`config.mk`:
```
export PLATFORM = sky130hd
export DESIGN_NAME = reset_sequencer
export DESIGN_NICKNAME = d
export VERILOG_FILES = /design/src/rtl/reset_pkg.sv /design/src/rtl/reset_delay_counter.sv /design/src/rtl/reset_sequencer.sv
export SDC_FILE = /design/constraint.sdc
export NUM_CORES = 1
export LEC_CHECK = 0
export CORE_UTILIZATION = 40
export CTS_CLUSTER_DIAMETER = 60
export DETAILED_ROUTE_END_ITERATION = 8
export MAX_ROUTING_LAYER = met4
export PLACE_DENSITY = 0.58
export SETUP_SLACK_MARGIN = 0.1
export SLEW_MARGIN = 20
export SYNTH_ARGS = -nofsm -noshare
export SYNTH_HDL_FRONTEND = slang
export SYNTH_SLANG_ARGS = --single-unit
export TNS_END_PERCENT = 50
```
`constraint.sdc`:
```
create_clock -name clk_i -period 3 [get_ports clk_i]
set_clock_uncertainty 0.15 [all_clocks]
set_input_delay 0.6 -clock clk_i [delete_from_list [all_inputs] [get_ports clk_i]]
set_output_delay 0.6 -clock clk_i [all_outputs]
set_load 0.03 [all_outputs]
```
`src/rtl/reset_pkg.sv`:
```
// ---------------------------------------------------------------------------
// reset_pkg
// Shared definitions for the staged reset release controller.
//   rst_seq_state_e : sequencer state encoding (HOLD, RUN, SWRST)
//   cnt_width()     : width of a counter that must hold values 0..delay
// ---------------------------------------------------------------------------
package reset_pkg;

    typedef enum logic [1:0] {
        HOLD  = 2'd0,
        RUN   = 2'd1,
        SWRST = 2'd2
    } rst_seq_state_e;

    function automatic int cnt_width(input int delay);
        return $clog2(delay + 1);
    endfunction

endpackage

```
`src/rtl/reset_delay_counter.sv`:
```
// ---------------------------------------------------------------------------
// reset_delay_counter
// Free-running gap counter used by the reset sequencer. It counts enabled
// cycles and flags the terminal count at STAGE_DELAY-1, then wraps to zero
// on its own.
// Ports:
//   clk_i  : clock, rising edge
//   rstn_i : asynchronous active-low reset
//   clear  : synchronous clear, has priority over enable
//   enable : advance the count this cycle
//   tc     : high while the count equals STAGE_DELAY-1
// ---------------------------------------------------------------------------
module reset_delay_counter
    import reset_pkg::*;
#(
    parameter int STAGE_DELAY = 16
) (
    input  logic clk_i,
    input  logic rstn_i,
    input  logic clear,
    input  logic enable,
    output logic tc
);

    localparam int CNT_W = cnt_width(STAGE_DELAY);
    localparam logic [CNT_W-1:0] TC_VAL = CNT_W'(STAGE_DELAY - 1);

    logic [CNT_W-1:0] cnt;

    // Wrapping at the terminal count lets the next gap start without an
    // explicit clear from the sequencer.
    always_ff @(posedge clk_i or negedge rstn_i) begin
        if (!rstn_i) begin
            cnt <= '0;
        end else if (clear) begin
            cnt <= '0;
        end else if (enable) begin
            if (cnt == TC_VAL) begin
                cnt <= '0;
            end else begin
                cnt <= cnt + CNT_W'(1);
            end
        end
    end

    assign tc = (cnt == TC_VAL);

endmodule

```
`src/rtl/reset_sequencer.sv`:
```
// ---------------------------------------------------------------------------
// reset_sequencer
// Releases N_STAGES subsystem resets one after another, STAGE_DELAY cycles
// apart, after the synchronized system reset deasserts. A warm-reset request
// in RUN re-asserts every stage, holds for STAGE_DELAY cycles, pulses an
// acknowledge and replays the release sequence.
// Parameters:
//   N_STAGES    : number of sequenced resets (1..8)
//   STAGE_DELAY : cycles between releases and warm-reset hold length (>=1)
// Ports:
//   clk_i        : clock, rising edge
//   rstn_i       : asynchronous active-low reset (already synchronized)
//   sw_rst_req_i : warm-reset request, level-sampled, honoured only in RUN
//   sw_rst_ack_o : one-cycle pulse at the end of the warm-reset hold
//   rstn_stage_o : sequenced active-low resets, bit 0 released first
//   done_o       : high while every stage is released
// ---------------------------------------------------------------------------
module reset_sequencer
    import reset_pkg::*;
#(
    parameter int N_STAGES    = 3,
    parameter int STAGE_DELAY = 16
) (
    input  logic                clk_i,
    input  logic                rstn_i,
    input  logic                sw_rst_req_i,
    output logic                sw_rst_ack_o,
    output logic [N_STAGES-1:0] rstn_stage_o,
    output logic                done_o
);

    localparam int IDX_W = $clog2(N_STAGES + 1);
    localparam logic [IDX_W-1:0] LAST_IDX = IDX_W'(N_STAGES - 1);

    rst_seq_state_e      state;
    rst_seq_state_e      state_next;
    logic [IDX_W-1:0]    idx;
    logic [IDX_W-1:0]    idx_next;
    logic [N_STAGES-1:0] stage;
    logic [N_STAGES-1:0] stage_next;
    logic                done;
    logic                done_next;
    logic                ack;
    logic                ack_next;

    logic                cnt_clear;
    logic                cnt_en;
    logic                cnt_tc;

    reset_delay_counter #(
        .STAGE_DELAY(STAGE_DELAY)
    ) u_delay (
        .clk_i  (clk_i),
        .rstn_i (rstn_i),
        .clear  (cnt_clear),
        .enable (cnt_en),
        .tc     (cnt_tc)
    );

    always_ff @(posedge clk_i or negedge rstn_i) begin
        if (!rstn_i) begin
            state <= HOLD;
            idx   <= '0;
            stage <= '0;
            done  <= 1'b0;
            ack   <= 1'b0;
        end else begin
            state <= state_next;
            idx   <= idx_next;
            stage <= stage_next;
            done  <= done_next;
            ack   <= ack_next;
        end
    end

    always_comb begin
        state_next = state;
        idx_next   = idx;
        stage_next = stage;
        done_next  = done;
        ack_next   = 1'b0;
        cnt_clear  = 1'b0;
        cnt_en     = 1'b0;

        case (state)
            HOLD: begin
                cnt_en = 1'b1;
                if (cnt_tc) begin
                    // Only the stage selected by idx is set; bits already
                    // released keep their value so stages stay monotonic.
                    for (int i = 0; i < N_STAGES; i++) begin
                        if (idx == IDX_W'(i)) begin
                            stage_next[i] = 1'b1;
                        end
                    end
                    idx_next = idx + IDX_W'(1);
                    if (idx == LAST_IDX) begin
                        state_next = RUN;
                        done_next  = 1'b1;
                    end
                end
            end

            RUN: begin
                stage_next = '1;
                done_next  = 1'b1;
                cnt_clear  = 1'b1;
                if (sw_rst_req_i) begin
                    stage_next = '0;
                    done_next  = 1'b0;
                    idx_next   = '0;
                    state_next = SWRST;
                end
            end

            SWRST: begin
                cnt_en     = 1'b1;
                stage_next = '0;
                done_next  = 1'b0;
                if (cnt_tc) begin
                    ack_next   = 1'b1;
                    state_next = HOLD;
                end
            end

            default: begin
                // Unused encoding: restart the release sequence from scratch.
                state_next = HOLD;
                stage_next = '0;
                done_next  = 1'b0;
                idx_next   = '0;
                cnt_clear  = 1'b1;
            end
        endcase
    end

    assign rstn_stage_o = stage;
    assign done_o       = done;
    assign sw_rst_ack_o = ack;

endmodule
```
[Yosys cells after proc, flatten, opt, wreduce, memory -nomap -nowiden]
Index checks and enable logic that the tools add are counted.
Operators by class
  add/sub/neg operators: 2
  eq/ne operators: 12
  mux-type cells: 23
  bitwise gates (word level): 1
  reduce and logical (&&, ||, !) cells: 8
Operator list (number)
  $mux W5: 3
  $mux W2: 6
  $ne A2 B2 Y1 const B: 6
  $pmux W2 S3: 2
  $mux W1: 8
  $mux W3: 2
  $pmux W3 S2: 1
  $reduce_and A2 Y1: 3
  $add A5 B1 Y5 const B: 1
  $eq A5 B4 Y1 const B: 1
  $eq A2 B1 Y1 const B: 2
  $eq A2 B2 Y1 const B: 2
  $logic_not A2 Y1: 2
  $reduce_and A4 Y1: 1
  $reduce_and A3 Y1: 1
  $add A2 B1 Y2 const B: 1
  $ne A2 B1 Y1 const B: 1
  $pmux W1 S2: 1
  $reduce_or A2 Y1: 1
  $not A1 Y1: 1
Word-level totals
  register bits after elaboration: 14
  output and inout bits: 5
  word-level logic and storage cells: 54

[Logic depth before layout (Yosys ltp)]
Gate-level depths: netlist (run 1).
  depth in word-level cells: 5
  gate-level depth with buffers: 4
  depth with buffers taken out: 4

[Cells and area by module]
Synthesis (run 1) repeated with hierarchy kept, for this count alone.
Second synthesis, totals
  cells, all modules: 66
  area total of the unflattened synthesis: 675.6 um2
Modules (own cells, without submodules)
  reset_sequencer: times used 1, cells an instance 42, area each 427.9 um2
  reset_delay_counter: times used 1, cells an instance 24, area each 247.7 um2

[Least setup slack after synthesis (run 1)]
No wires, ideal clock.
  path type: reg2out
  start point: reg stage[2] (netlist: rstn_stage_o[2])
  end point: out rstn_stage_o[2]
  arrival: 0.722 ns
  required time: 2.250 ns
  setup slack: 1.528 ns
  stages on the path, launching flop included: 2
  path buffers: 1
  path through: dfrtp_1 -> buf_4
RTL lines
  start: declaration: line reset_sequencer.sv:39  | logic [N_STAGES-1:0] stage;
  start signal: assignment: line reset_sequencer.sv:70  | stage <= stage_next;
  end: declaration: line reset_sequencer.sv:28  | output logic [N_STAGES-1:0] rstn_stage_o,
No word-level cell between the ends.

==> results of run 1 <==
## layout make-up
type | instances | area, um2
Fill cell | 116 | 641
Multi-Input combinational cell | 35 | 250
Sequential cell | 13 | 325
Timing Repair Buffer | 7 | 70.1
Inverter | 5 | 18.8
Clock buffer | 4 | 26.3
Tap cell | 15 | 18.8
## power by group through the flow
stage / logic (mW) / registers (mW) / clock network [mW]
after detailed placement: 0.00621 / 0.179 / 0
after global routing: 0.00671 / 0.175 / 0.122
after CTS: 0.00617 / 0.175 / 0.112
final: 0.00583 / 0.175 / 0.109
after floorplan: 0.0000191 / 0.179 / 0
after global placement: 0.00618 / 0.179 / 0
## cells by family after synthesis
group | count (synthesis) | share of synthesized area [%]
buf+inv | 7 | 4.96
fa+ha+maj | 4 | 8.26
flops | 13 | 53.7
compound gates | 7 | 9.71
mux | 1 | 1.65
xor+xnor | 2 | 2.89
simple gates | 21 | 18.8
## sequential cells by signal, indices dropped and copies added (netlist names)
register	cells
u_delay.cnt	5
rstn_stage_o	3
idx	2
state	2
sw_rst_ack_o	1
## placed cells by master, fill, tap and decap left out
| cell | instances |
|---|---|
| nor2b_1 | 1 |
| mux2i_1 | 1 |
| or4_1 | 1 |
| clkbuf_1 | 1 |
| xnor2_1 | 1 |
| a32o_1 | 1 |
| dfrtp_1 | 13 |
| clkdlybuf4s50_1 | 7 |
| a311oi_1 | 1 |
| nand4b_2 | 1 |
| nor3_1 | 1 |
| nand3_1 | 4 |
| ha_1 | 4 |
| nor2_1 | 9 |
| and4b_2 | 1 |
| a211oi_1 | 3 |
| or2b_1 | 1 |
| o311ai_1 | 1 |
| xor2_1 | 1 |
| nand2_1 | 2 |
| o311ai_0 | 1 |
| clkbuf_4 | 3 |
| inv_1 | 5 |
## routing by layer
metal  part of all wire [%]  wire [um]  vias to the layer above
met5                      0          0                        -
met4                    2.8         28                        0
met3                    4.7         47                        4
met2                     42        413                        9
met1                     51        505                      203
li1                       -          -                      212
## stage by stage
step	hold slack [ns]	total power, mW
2_1_floorplan	0.154	0.179
3_3_place_gp	0.304	0.185
3_5_place_dp	0.310	0.185
4_1_cts	0.321	0.293
5_1_grt	0.359	0.304
6_report	0.315	0.290
## cell usage after synthesis
| cell type | n |
|---|---|
| dfrtp_1 | 13 |
| mux2i_1 | 1 |
| nor2_1 | 9 |
| o311ai_1 | 1 |
| nor3_1 | 1 |
| nand2_1 | 2 |
| nand3_1 | 4 |
| o311ai_0 | 1 |
| or4_1 | 1 |
| nand4b_2 | 1 |
| a211oi_1 | 3 |
| xnor2_1 | 1 |
| xor2_1 | 1 |
| a311oi_1 | 1 |
| a32o_1 | 1 |
| buf_4 | 1 |
| ha_1 | 4 |
| nor2b_1 | 1 |
| and4b_2 | 1 |
| or2b_1 | 1 |
| inv_1 | 5 |
| clkbuf_1 | 1 |
## worst paths after layout
path	end	from	slack, ns	depth (start not counted)
max in group asynchronous	u_delay.cnt[0]	rstn_i	1.79	1
hold reg to reg	u_delay.cnt[0]	u_delay.cnt[0]	0.31	1
setup / recovery	done_o	rstn_stage_o[2]	0.93	1
hold / removal	u_delay.cnt[0]	u_delay.cnt[0]	0.31	1
setup reg to reg	idx[0]	u_delay.cnt[0]	1.44	4
min in group asynchronous	u_delay.cnt[4]	rstn_i	0.53	1
==> impl_metrics.csv, run 1 <==
group,metric,value,unit
pwr,p_leak,0.360,nW
global_route,grt-busiest-layer,"met1",
route,num_vias,428,
pwr,clkPwrFrac,37.6,%
sta,slew_violations,0,
floorplan,start_util,44.9,%
floorplan,die_w,40.9,um
placed_design,placed_area,683,um2
worst_setup_path,cpPeakStageDelay,0.67,ns
logic_synthesis,synth.distinct_cells,22,
pwr,pwr-share-seq,60.4,%
placed_design,place_hpwl,723,um
sta,fmax,0.484,GHz
logic_synthesis,synthCells,55,
logic_synthesis,ys_ff_latch,13,
clocking,cts-hold-fix-buffers,0,
worst_setup_path,critPathMaxFanout,3,
route,drc,0,
run_status,status,"finished, final reports clean",
sta,hold_viol_final,0,
pwr,internal_power,0.229,mW
placed_design,portBuffers,7,
global_route,grt_first_pass_wirelength,1.65,mm
global_route,antenna_found_initial,0,
route,wl,995,um
global_route,grtUsageMet2,21.1,%
floorplan,core,0.00135,mm2
worst_setup_path,path_delay_family,"buffers and inverters",
route,postRouteAntennaNets,0,
placed_design,place.gp.congestion,0.776,
worst_setup_path,critical_path.cell_chain,"clkdlybuf4s50_1",
route,drt_first_iter_violations,8,
sta,setup_tns,0,ns
worst_setup_path,crit_slowest_cell,"clkdlybuf4s50_1",
sta,worst_pin_slew,0.573,ns
clocking,cts_resized,0,
logic_synthesis,syn_area_per_cell,11.0,um2
finish,fin_nets,72,
clocking,cts-root-buf,"clkbuf_4",
route,first_pass_iters,3,
finish,final_util,52.5,%
sta,layout_setup_ws,0.932,ns
pwr,sw_frac_of_total,21.0,%
logic_synthesis,syn_area,606,um2
pwr,powerDensity,409,mW/mm2
worst_setup_path,cp.arrival,1.32,ns
sta,setup_violations,0,
logic_synthesis,yosys_warnings,0,
sta,period_share,68.9,%
worst_setup_path,crit_type,"flip-flop to primary output",
finish,final_area,709,um2
finish,area_growth,17.1,%
floorplan,dieHeight,40.9,um
logic_synthesis,synth_top_cell_by_area,"dfrtp_1",
worst_hold_path,worstHoldPathType,"flip-flop to flip-flop",
global_route,grt_max_degree,14,
clocking,htree_levels,1,
global_route,grt_pass1_vias,387,
worst_setup_path,path_buf_inv,1,
finish,drive_gt1_share,7.81,%
global_route,grt_usage,16.8,%
pwr,pwr-share-comb,2.0,%
finish,final_cell_count_no_fill,79,
global_route,grtUsageMet3,6.52,%
clocking,cts_made_buffers,3,
placed_design,pre_cts_slack,1.23,ns
sta,rsz0062_at_grt,"false",
sta,finalCriticalPeriod,2.07,ns
logic_synthesis,synth.top_cell.area_share,53.7,%
floorplan,die_area,0.00167,mm2
logic_synthesis,syn_nets,62,
route,wl_per_cell,12.6,um
flow_run,max-cap-violations,0,
logic_synthesis,seq_area_frac_synth,53.7,%
floorplan,core.rowCount,13,
clocking,clkLatencyLatePin,0.28,ns
global_route,grt_remaining_overflow,0,
placed_design,post-place-cells,75,
route,viasPerCell,5.42,
clocking,cts.clk_slew.worst_paths,0.08,ns
finish,antennaDiodeCount,0,
clocking,clock_path_buffers,2,
pwr,switching_power,0.0609,mW
worst_setup_path,required,2.25,ns
clocking,cts_setup_buffers,0,
pwr,ir_worst_vdd,0.220,mV
sta,maxSlewHeadroom,61.7,%
worst_setup_path,cp-end-kind,"primary output",
floorplan,num_io_pins,8,
global_route,grtUsageMet1,21.2,%
clocking,cts_tree,"done",
clocking,cts_sinks,13,
logic_synthesis,synth.area.top_cells,"dfrtp_1, ha_1, nor2_1, a211oi_1, nand3_1",
worst_setup_path,startpoint_type,"flip-flop",
No activity file was read; power rests on OpenSTA's default activity.
==> inputs of run 2 (changes only) <==
- clock period: 3 -> 2 ns (I/O delays scaled with it)
==> run 2 against run 1 <==
Net effect: first-iteration DRC count up 13%; via count is the same; wire length is 0.30% higher; critical endpoint is now rstn_stage_o[0]; largest cell class unchanged; largest power group unchanged; highest routed layer unchanged.
==> impl_metrics.csv, run 2 (synthesized netlist as in run 1, its figures left out) <==
group,metric,value,unit
worst_setup_path,required,1.45,ns
route,viasPerCell,5.42,
finish,antennaDiodeCount,0,
floorplan,die_area,0.00167,mm2
worst_setup_path,cp.arrival,1.30,ns
floorplan,die_w,40.9,um
worst_setup_path,critical_path.cell_chain,"clkdlybuf4s50_1",
flow_run,max-cap-violations,0,
global_route,grt_max_degree,14,
clocking,htree_levels,1,
pwr,powerDensity,609,mW/mm2
placed_design,placed_area,683,um2
pwr,ir_worst_vdd,0.329,mV
route,wl,998,um
global_route,grt_pass1_vias,387,
placed_design,post-place-cells,75,
clocking,cts-root-buf,"clkbuf_4",
route,num_vias,428,
worst_setup_path,cpPeakStageDelay,0.67,ns
route,postRouteAntennaNets,0,
run_status,status,"finished, final reports clean",
sta,finalCriticalPeriod,1.85,ns
placed_design,place.gp.congestion,0.776,
finish,final_cell_mix,"dfrtp_1, nor2_1, inv_1, clkdlybuf4s50_1",
sta,fmax,0.540,GHz
floorplan,dieHeight,40.9,um
placed_design,place_hpwl,723,um
finish,area_growth,18.0,%
floorplan,start_util,44.9,%
route,drc,0,
sta,slew_violations,0,
global_route,antenna_found_initial,0,
worst_setup_path,path_buf_inv,1,
finish,final_util,52.9,%
worst_setup_path,critPathMaxFanout,2,
floorplan,core.rowCount,13,
route,wl_per_cell,12.6,um
floorplan,core,0.00135,mm2
sta,rsz0062_at_grt,"true",
sta,period_share,92.6,%
worst_setup_path,path_delay_family,"buffers and inverters",
floorplan,num_io_pins,8,
finish,largest_reg_flops,5,
global_route,grt_first_pass_wirelength,1.65,mm
sta,worst_pin_slew,0.573,ns
clocking,cts.clk_slew.worst_paths,0.08,ns
finish,fin_nets,72,
sta,layout_setup_ws,0.148,ns
sta,setup_violations,0,
clocking,clkLatencyLatePin,0.28,ns
sta,hold_viol_final,0,
global_route,grt_usage,16.8,%
finish,final_common_cell,"dfrtp_1",
pwr,p_leak,0.397,nW
finish,final_area,714,um2
clocking,cts_made_buffers,3,
sta,setup_tns,0,ns
route,first_pass_iters,3,
clocking,cts_tree,"done",
finish,final_cell_count_no_fill,79,
worst_setup_path,crit_type,"flip-flop to primary output",
finish,drive_gt1_share,7.81,%
clocking,clock_path_buffers,2,
sta,maxSlewHeadroom,61.7,%
worst_setup_path,cp-end-kind,"primary output",
worst_setup_path,startpoint_type,"flip-flop",
clocking,cts_sinks,13,
worst_setup_path,crit_slowest_cell,"clkdlybuf4s50_1",
placed_design,portBuffers,7,
placed_design,pre_cts_slack,0.428,ns
route,drt_first_iter_violations,9,
global_route,grt_remaining_overflow,0,
worst_hold_path,worstHoldPathType,"flip-flop to flip-flop",
finish,regMostFlops,"u_delay.cnt",
## run 2: cell count changes in the layout (fill, tap and decap cells not counted)
cell             previous run  this run
clkdlybuf4s50_1             7         5
dlymetal6s2s_1              0         2
## run 2: layout make-up
class	instances	area [um2]
clock buffers	4	26.3
multi-input cells	35	250
repair buffers	7	75.1
well taps	15	18.8
flip-flops and latches	13	325
fillers	116	636
inverters	5	18.8
## run 2: path summary, 6_finish.rpt
| path | end | start | cells past startpoint | slack, ns |
|---|---|---|---|---|
| hold reg to reg | u_delay.cnt[0] | u_delay.cnt[0] | 1 | 0.31 |
| setup / recovery | rstn_stage_o[0] | rstn_stage_o[0] | 1 | 0.15 |
| max in group asynchronous | u_delay.cnt[0] | rstn_i | 1 | 0.99 |
| min in group asynchronous | u_delay.cnt[4] | rstn_i | 1 | 0.33 |
| setup reg to reg | idx[0] | u_delay.cnt[0] | 4 | 0.44 |
| hold / removal | u_delay.cnt[0] | u_delay.cnt[0] | 1 | 0.31 |
## run 2: what timing repair did
item                                    CTS  global route
buffers inserted                          0             0
endpoints found under the hold margin     0             0
gates resized for setup                   0             2
hold buffers                              0             0
endpoints found under the setup margin    0             4
## run 2: power breakdown
part           internal, mW  leakage, nW  total, mW  switching (mW)
registers             0.263        0.167      0.263               0
clock network        0.0774       0.0150      0.163          0.0860
logic               0.00344        0.215    0.00874         0.00530
## run 2: routing by layer
metal	GRT usage, %	up-vias	share of wire, %
li1	-	212	-
met1	21.2	203	51
met2	21.1	9	41
met3	6.52	4	5.0
met4	12.5	0	2.8
met5	-	-	0
## run 2: through the flow
step           hold WS, ns  power, mW
2_1_floorplan      -0.0456      0.268
3_3_place_gp         0.304      0.277
3_5_place_dp         0.310      0.277
4_1_cts              0.321      0.439
5_1_grt              0.359      0.456
6_report             0.315      0.435
==> inputs of run 3 (changes only) <==
- ABC_AREA: not set -> 1
==> run 3 against run 2 <==
Net effect: flip-flop and latch count did not move; non-clock buffer count stayed put; register-to-register slack improved by 0.20 ns; clock-buffer cell count did not move; synthesized cell count grew 16%; die area unchanged; sequential share of layout area down 0.080 points; hold slack about the same; fmax fell by 0.49%; critical endpoint is now rstn_stage_o[2].
==> impl_metrics.csv, run 3 <==
group,metric,value,unit
global_route,grt_first_pass_wirelength,1.52,mm
route,drt_first_iter_violations,11,
sta,rsz0062_at_grt,"true",
worst_setup_path,ff2ff_setup_slack,0.64,ns
logic_synthesis,ys.flop_type,"dfrtp_1",
finish,final_common_cell,"dfrtp_1",
clocking,cts.clk_slew.worst_paths,0.08,ns
global_route,grt_max_degree,14,
global_route,grt_remaining_overflow,0,
pwr,internal_power,0.583,mW
sta,fmax,0.537,GHz
route,wl,988,um
logic_synthesis,synthCells,64,
pwr,p_leak,0.352,nW
clocking,cts_tree,"done",
placed_design,place.gp.congestion,0.674,
logic_synthesis,ys_ff_latch,13,
flow_run,max-cap-violations,0,
sta,setup_violations,0,
clocking,clock_path_buffers,2,
worst_hold_path,hold_end,"u_delay.cnt[0]",
route,drc,0,
route,first_pass_iters,3,
worst_setup_path,path_delay_family,"buffers and inverters",
worst_setup_path,r2r-start,"u_delay.cnt[0]",
global_route,antenna_found_initial,0,
pwr,fin_total_pwr,0.988,mW
route,postRouteAntennaNets,0,
floorplan,dieHeight,40.9,um
logic_synthesis,seq_area_frac_synth,53.7,%
worst_hold_path,holdPathStages,1,
finish,area_growth,18.2,%
global_route,grt_usage,15.2,%
clocking,cts_made_buffers,3,
logic_synthesis,synth-edff-count,0,
worst_setup_path,r2r_end,"idx[1]",
clocking,cts_setup_buffers,0,
global_route,grt_pass1_vias,364,
worst_setup_path,path_buf_inv,1,
logic_synthesis,yosys_warnings,0,
pwr,switching_power,0.405,mW
finish,nFillCells,125,
sta,hold_ws,0.315,ns
floorplan,core,0.00135,mm2
floorplan,start_util,44.9,%
clocking,htree_levels,1,
worst_setup_path,cp.arrival,1.31,ns
sta,worst_pin_slew,0.575,ns
pwr,ir_worst_vdd,0.761,mV
logic_synthesis,syn_area,606,um2
placed_design,portBuffers,7,
logic_synthesis,synth_top_cell_by_area,"dfrtp_1",
pwr,pwr-share-comb,41.9,%
logic_synthesis,synth.distinct_cells,17,
worst_setup_path,required,1.45,ns
finish,final_cell_mix,"dfrtp_1, inv_1, nor2_1",
pwr,powerDensity,1380,mW/mm2
logic_synthesis,syn_nets,71,
worst_hold_path,min_from,"u_delay.cnt[0]",
pwr,sw_frac_of_total,41.0,%
floorplan,num_io_pins,8,
logic_synthesis,synth_common_cells,"dfrtp_1, inv_1, nor2_1, a21oi_1, nand3_1",
clocking,cts_sinks,13,
floorplan,die_area,0.00167,mm2
clocking,cts-hold-fix-buffers,0,
worst_setup_path,startpoint_type,"flip-flop",
route,num_vias,420,
worst_setup_path,cp-end-kind,"primary output",
logic_synthesis,synth.top_cell.area_share,53.7,%
worst_hold_path,worstHoldPathType,"flip-flop to flip-flop",
run_status,status,"finished, final reports clean",
worst_setup_path,reg2regPathDepth,6,
sta,finalCriticalPeriod,1.86,ns
worst_setup_path,cpPeakStageDelay,0.67,ns
route,viasPerCell,4.72,
sta,period_share,93.0,%
worst_setup_path,critical_path.cell_chain,"clkdlybuf4s50_1",
logic_synthesis,async_flop_share,100,%
sta,setup_tns,0,ns
logic_synthesis,yosysMostFrequentCell,"dfrtp_1",
logic_synthesis,syn_area_per_cell,9.46,um2
logic_synthesis,synth.area.top_cells,"dfrtp_1, ha_1, inv_1, a21oi_1, nand3_1",
floorplan,core.rowCount,13,
floorplan,die_w,40.9,um
finish,fin_nets,82,
route,wl_per_cell,11.1,um
worst_setup_path,crit_slowest_cell,"clkdlybuf4s50_1",
worst_setup_path,critPathMaxFanout,3,
clocking,cts-root-buf,"clkbuf_4",
finish,regMostFlops,"u_delay.cnt",
sta,hold_viol_final,0,
finish,seqCellArea,325,um2
clocking,clkLatencyLatePin,0.28,ns
worst_setup_path,crit_type,"flip-flop to primary output",
pwr,clkPwrFrac,16.7,%
sta,slew_violations,0,
finish,antennaDiodeCount,0,
finish,drive_gt1_share,10.8,%
finish,multiInputGateArea,235,um2
pwr,pwr-share-seq,41.4,%
sta,maxSlewHeadroom,61.5,%
finish,largest_reg_flops,5,
run 3: changes by cell type in the layout (fill, tap and decap cells not counted), sizes merged, moves of 2 or more:
cell    previous run  this run
nor2               9        11
o311ai             2         0
inv                5        10
a211oi             3         0
nand2              2         7
nand3              4         6
a21oi              0         6
run 3: worst max-delay path by stage:
stage / from / endpoint / slack (ns) / cells after the start
floorplan: rstn_stage_o[2] / rstn_stage_o[2] / 0.73 / 1
global placement: rstn_stage_o[2] / done_o / 0.45 / 1
detailed placement: rstn_stage_o[2] / rstn_stage_o[2] / 0.44 / 1
CTS: rstn_stage_o[2] / rstn_stage_o[2] / 0.12 / 1
global route: rstn_stage_o[2] / rstn_stage_o[2] / 0.08 / 1
finish: rstn_stage_o[2] / rstn_stage_o[2] / 0.14 / 1
run 3: worst register-to-register path: stages (launching register included):
cell and delay, ns:
dfrtp_1 0.37, ha_1 0.21, nand4_1 0.18, nand2_2 0.16
nand2_2 0.07, nand2_1 0.06, nand2_1 0.05
run 3: routing by layer:
metal	global-route usage [%]	vias up	wire (um)
met5	-	-	0
met4	10.0	0	12
met3	4.89	2	41
met2	19.5	9	394
met1	19.9	184	540
li1	-	225	-
run 3: area by class of cell:
class / instances / area share [%]
clock buffer: 4 / 3.67
inverter: 10 / 5.24
multi-input combinational: 40 / 32.9
sequential: 13 / 45.5
tap: 15 / 2.62
timing repair buffer: 7 / 10.1
run 3: metrics by stage:
| step | util [%] | area, um2 | instances | setup slack [ns] |
|---|---|---|---|---|
| floorplan | - | 606 | 64 | 0.729 |
| global placement | 50.9 | 687 | 85 | 0.450 |
| detailed placement | 50.9 | 687 | 85 | 0.437 |
| CTS | 52.8 | 713 | 89 | 0.123 |
| global route | 53.0 | 716 | 89 | 0.0807 |
| finish | 53.0 | 716 | 89 | 0.139 |
run 3: power by group through the flow:
stage | Combinational [mW] | Sequential (mW) | Clock (mW)
global route | 0.466 | 0.421 | 0.183
floorplan | 0.241 | 0.471 | 0
global placement | 0.417 | 0.416 | 0
detailed placement | 0.418 | 0.417 | 0
CTS | 0.420 | 0.411 | 0.170
finish | 0.414 | 0.409 | 0.165
run 3: kinds of logic after synthesis:
| kind of cell | synth area share (%) |
|---|---|
| AND/OR/NAND/NOR | 20.9 |
| flip-flops | 53.7 |
| buffers and inverters | 7.44 |
| AO/OA/AOI/OAI | 8.26 |
| adder cells (fa/ha/maj) | 8.26 |
| XOR/XNOR | 1.45 |
run 3: what timing repair did:
item,CTS,global route
gates resized for setup,0,1
setup endpoints to repair,0,3
endpoints found under the hold margin,0,0
